$ cat src/rtl/slave_port.sv
// slave_port: serial-bus responder that deserialises requests for one parallel slave and serialises read data back
module slave_port #(
  parameter int ADDR_WIDTH = 12,
  parameter int DATA_WIDTH = 8
) (
  input  logic                  clk,
  input  logic                  rstn,
  input  logic                  sp_valid,
  input  logic                  sp_mode,
  input  logic                  sp_addr,
  input  logic                  sp_wdata,
  output logic                  sp_ready,
  output logic                  sp_rdata,
  output logic                  sp_rvalid,
  output logic [ADDR_WIDTH-1:0] s_addr,
  output logic [DATA_WIDTH-1:0] s_wdata,
  output logic                  s_mode,
  output logic                  s_valid,
  input  logic                  s_ready,
  input  logic [DATA_WIDTH-1:0] s_rdata,
  input  logic                  s_rvalid
);
  localparam int CW = $clog2(ADDR_WIDTH) + 1;
  typedef enum logic [2:0] {IDLE, RX, REQ, RWAIT, TX} state_t;
  state_t                state;
  logic [CW-1:0]         cnt;
  logic [ADDR_WIDTH-1:0] addr_sr, addr_nx;
  logic [DATA_WIDTH-1:0] wdata_sr, wdata_nx, tx_sr;
  logic                  mode;
  // wdata bits beyond the byte shift out of range and vanish, so only the first 8 cycles land
  always_comb begin
    addr_nx  = addr_sr | (ADDR_WIDTH'(sp_addr) << cnt);
    wdata_nx = wdata_sr | (DATA_WIDTH'(sp_wdata) << cnt);
  end
  always_ff @(posedge clk) begin
    if (!rstn) begin
      state     <= IDLE;
      cnt       <= '0;
      addr_sr   <= '0;
      wdata_sr  <= '0;
      tx_sr     <= '0;
      mode      <= 1'b0;
      sp_ready  <= 1'b1;
      sp_rdata  <= 1'b0;
      sp_rvalid <= 1'b0;
      s_addr    <= '0;
      s_wdata   <= '0;
      s_mode    <= 1'b0;
      s_valid   <= 1'b0;
    end else begin
      case (state)
        IDLE: if (sp_valid) begin
          state    <= RX;
          mode     <= sp_mode;
          addr_sr  <= ADDR_WIDTH'(sp_addr);
          wdata_sr <= DATA_WIDTH'(sp_wdata);
          cnt      <= CW'(1);
          sp_ready <= 1'b0;
        end
        RX: if (!sp_valid) begin
          state    <= IDLE;
          sp_ready <= 1'b1;
          addr_sr  <= '0;
          wdata_sr <= '0;
          cnt      <= '0;
        end else if (cnt == CW'(ADDR_WIDTH - 1)) begin
          state   <= REQ;
          s_valid <= 1'b1;
          s_addr  <= addr_nx;
          s_wdata <= wdata_nx;
          s_mode  <= mode;
        end else begin
          addr_sr  <= addr_nx;
          wdata_sr <= wdata_nx;
          cnt      <= cnt + CW'(1);
        end
        REQ: if (s_ready) begin
          s_valid  <= 1'b0;
          state    <= s_mode ? IDLE : RWAIT;
          sp_ready <= s_mode;
        end
        RWAIT: if (s_rvalid) begin
          state     <= TX;
          tx_sr     <= s_rdata >> 1;
          sp_rdata  <= s_rdata[0];
          sp_rvalid <= 1'b1;
          cnt       <= CW'(1);
        end
        TX: if (cnt == CW'(DATA_WIDTH)) begin
          state     <= IDLE;
          sp_rvalid <= 1'b0;
          sp_rdata  <= 1'b0;
          sp_ready  <= 1'b1;
        end else begin
          sp_rdata <= tx_sr[0];
          tx_sr    <= tx_sr >> 1;
          cnt      <= cnt + CW'(1);
        end
        default: state <= IDLE;
      endcase
    end
  end
endmodule
$ cat config.mk
export PLATFORM = sky130hd
export DESIGN_NAME = slave_port
export DESIGN_NICKNAME = d
export VERILOG_FILES = /design/src/rtl/slave_port.sv
export SDC_FILE = /design/constraint.sdc
export NUM_CORES = 1
export LEC_CHECK = 0
export ABC_AREA = 1
export BUFFER_PORTS_ARGS = -buffer_cell sky130_fd_sc_hd__buf_4
export CELL_PAD_IN_SITES_DETAIL_PLACEMENT = 1
export CELL_PAD_IN_SITES_GLOBAL_PLACEMENT = 1
export CORE_MARGIN = 4
export CORE_UTILIZATION = 44
export DETAILED_ROUTE_END_ITERATION = 8
export GPL_ROUTABILITY_DRIVEN = 0
export GPL_TIMING_DRIVEN = 0
export PLACE_DENSITY = 0.91
export RECOVER_POWER = 100
export SETUP_SLACK_MARGIN = 0.2
export SLEW_MARGIN = 5
export SYNTH_ARGS = -nofsm -noshare
export SYNTH_HDL_FRONTEND = slang
export SYNTH_SLANG_ARGS = --single-unit
$ cat constraint.sdc
create_clock -name clk -period 4.7 [get_ports clk]
set_input_delay 0.235 -clock clk [delete_from_list [all_inputs] [get_ports clk]]
set_output_delay 0.235 -clock clk [all_outputs]
set_load 0.1 [all_outputs]
==> results.py <==
metrics = {
    "global_routing": {
        "overflow": 0,
        "grt_pass1_wl_um": 14500,
        "antenna_found_initial": 0,
        "grt_usage_pct": 22.0,
        "grt_max_degree": 12,
        "grt_pass1_vias": 2949,
    },
    "timing": {
        "fin_crit_sh_pct": 55.9,
        "finClkSkew_ns": 0.00957,
        "final-max-slew-violation-count": 0,
        "grt_setup_unrepaired": "false",
        "finalHoldViolCount": 0,
        "worst_pin_slew_ns": 1.17,
        "period_minus_slack_ns": 2.63,
        "setup_tns_ns": 0,
        "max_freq_mhz": 380,
        "setup_viol": 0,
        "relSlewSlack_pct": 22.1,
    },
    "power": {
        "combPwrFrac_pct": 37.3,
        "p_clk_share_pct": 27.0,
        "cellLeakagePower_nw": 1.42,
        "power_density_mw_per_mm2": 483,
        "seq_power_share_pct": 35.8,
        "peakVddDrop_mv": 0.197,
        "switching_share_pct": 41.8,
        "p_sw_w": 0.000682,
        "internal_power_w": 0.000947,
    },
    "critical_path": {
        "endpoint": "wdata_sr[2]",
        "worst_setup_path_start_kind": "flop",
        "setup.worst_path.start": "state[2]",
        "rr_startpoint": "state[2]",
        "worstReg2RegEnd": "wdata_sr[2]",
        "path_max_fanout": 10,
        "regToRegSetupSlack_ns": 2.07,
        "endpoint_kind": "flop",
        "r2r_cells": 8,
        "cp.arrival_ns": 2.87,
        "worstPathRequired_ns": 4.94,
        "path_class": "reg2reg",
    },
    "die": {
        "die_area_mm2": 0.00817,
        "start_util_pct": 46.2,
        "rows": 29,
        "die_w_um": 90.4,
        "ios": 41,
        "fp.coreArea_mm2": 0.00646,
        "die_h_um": 90.4,
    },
    "logic_synthesis": {
        "synthFlopType": "dfxtp_1",
        "yosysWarnings": 0,
        "syn_avg_cell_area_um2": 7.32,
        "synthCells": 408,
        "yosysTopAreaCell": "dfxtp_1",
        "synthAdderAreaFrac_pct": 0.838,
        "yosys.area.top_type_share_pct": 40.9,
        "synth_top_family_by_area": "simple AND/OR/NAND/NOR gates",
        "muxShareOfSynthArea_pct": 0,
        "synth_seq_cells": 61,
        "ys_types": 35,
        "synth_edf_count": 0,
        "syn_area_mm2": 0.00299,
        "async_flop_share_pct": 0,
        "yosys-top-cells-count": "nand2_1, nor2_1, dfxtp_1, a21oi_1, o21ai_0",
        "seq_area_frac_synth_pct": 40.9,
        "synthSimpleGateAreaFrac_pct": 32.3,
        "synth_compound_area_share_pct": 17.8,
        "synth_area_leaders": "dfxtp_1, nand2_1, nor2_1",
        "synth.most_common_cell": "nand2_1",
        "syn-num-nets": 426,
        "synth_xor_area_share_pct": 0,
    },
    "routing": {
        "drtIter0Drc": 160,
        "drc_errors": 0,
        "vias": 2874,
        "wl_per_cell_um": 16.1,
        "ant_nets": 0,
        "first_pass_iters": 4,
        "viasPerCell": 5.32,
        "drt-total-wl_um": 8720,
    },
    "finish": {
        "nNetsFinal": 476,
        "area_delta_synth_final_pct": 13.1,
        "drive_gt1_share_pct": 12.1,
        "layout.cells.non_filler": 540,
        "fill_cells": 871,
        "antenna_cells": 0,
    },
    "cts": {
        "cts_inserted_buffers": 9,
        "cts_tree": "yes",
        "cts_hold_buf": 0,
        "ctsResizeCount": 0,
        "clock-root-buffer": "clkbuf_8",
        "h-tree-depth": 3,
        "clock_path_buffers": 2,
        "clk_pin_slew_ns": 0.07,
        "postCtsSetupRepairBufs": 0,
        "clock_latency_ns": 0.34,
        "clock_sinks": 61,
    },
    "placement": {
        "hpwl_um": 6210,
        "io_buffers": 39,
        "place_inst": 524,
    },
    "flow_run": {
        "drv_cap": 0,
    },
    "hold_path": {
        "min_path_type": "in2reg",
    },
    "run_status": {
        "status": "finished, final reports clean",
    },
}
-- logic make-up after synthesis --
group,after synthesis
flops,61
buf+inv,49
simple gates,205
compound gates,91
fa+ha+maj,2
-- per-layer routing --
layer	wire, um	vias up	track usage, %
li1	-	1438	-
met5	0	-	0
met2	4220	66	36.7
met4	181	0	8.93
met3	418	20	4.92
met1	3890	1350	27.3
-- registers in the layout, summed over array words and instances (netlist names) --
signal,count
addr_sr,12
cnt,5
mode,1
s_addr,12
s_mode,1
s_valid,1
s_wdata,8
sp_rdata,1
sp_ready,1
sp_rvalid,1
state,3
tx_sr,7
wdata_sr,8
-- through the flow --
step	util, %	setup WS (ns)	area, um^2	hold slack (ns)	power [W]
final	52.3	2.07	3380	0.177	0.00163
after global routing	52.3	1.78	3380	0.223	0.00173
after CTS	55.1	2.88	3560	0.174	0.00169
after detailed placement	52.2	2.95	3370	0.450	0.00125
after global placement	52.2	3.00	3370	0.438	0.00123
after floorplan	-	3.21	2990	0.395	0.00109
-- layout make-up --
type	count	area (um^2)	area share [%]
inverter	28	109	3.22
sequential	61	1220	36.2
buffer	21	105	3.11
tap	77	96.3	2.85
clock inverter	5	35.0	1.04
timing repair buffer	39	199	5.89
multi-input combinational	298	1460	43.2
clock buffer	11	151	4.48
-- cell usage in the layout (no fill, tap or decap), types with 4 or more instances in the layout --
cell	instances
nand2_1	93
nor2_1	67
dfxtp_1	61
clkbuf_1	39
a21oi_1	36
o21ai_0	30
inv_1	21
nand3_1	21
buf_4	16
o21bai_1	11
clkbuf_8	11
nand4_1	9
o211a_1	6
inv_2	4
-- power by group through the flow --
| stage | Combinational, W | Sequential [W] | Clock, W |
|---|---|---|---|
| 2_1_floorplan | 0.000461 | 0.000631 | 0 |
| 3_3_place_gp | 0.000637 | 0.000591 | 0 |
| 3_5_place_dp | 0.000656 | 0.000594 | 0 |
| 4_1_cts | 0.000666 | 0.000583 | 0.000443 |
| 5_1_grt | 0.000672 | 0.000588 | 0.000473 |
| 6_report | 0.000607 | 0.000583 | 0.000439 |
-- critical path, stage by stage (launching register included) --
cell and delay, ns:
dfxtp_1 0.53, clkinvlp_2 0.36, nand3_1 0.29, nor2_1 0.13
nand2_1 0.28, nand3_1 0.28, clkbuf_1 0.35, a21oi_1 0.23
nor2_1 0.06
-- how the worst min path moves through the flow --
stage	startpoint	endpoint	slack, ns	depth (start not counted)
2_1_floorplan	s_rdata[7]	tx_sr[6]	0.40	2
3_3_place_gp	addr_sr[4]	addr_sr[4]	0.44	2
3_5_place_dp	addr_sr[7]	addr_sr[7]	0.45	2
4_1_cts	sp_mode	mode	0.17	3
5_1_grt	s_rdata[7]	tx_sr[6]	0.22	3
6_report	sp_mode	mode	0.18	3
No activity file was read; power rests on OpenSTA's default activity.
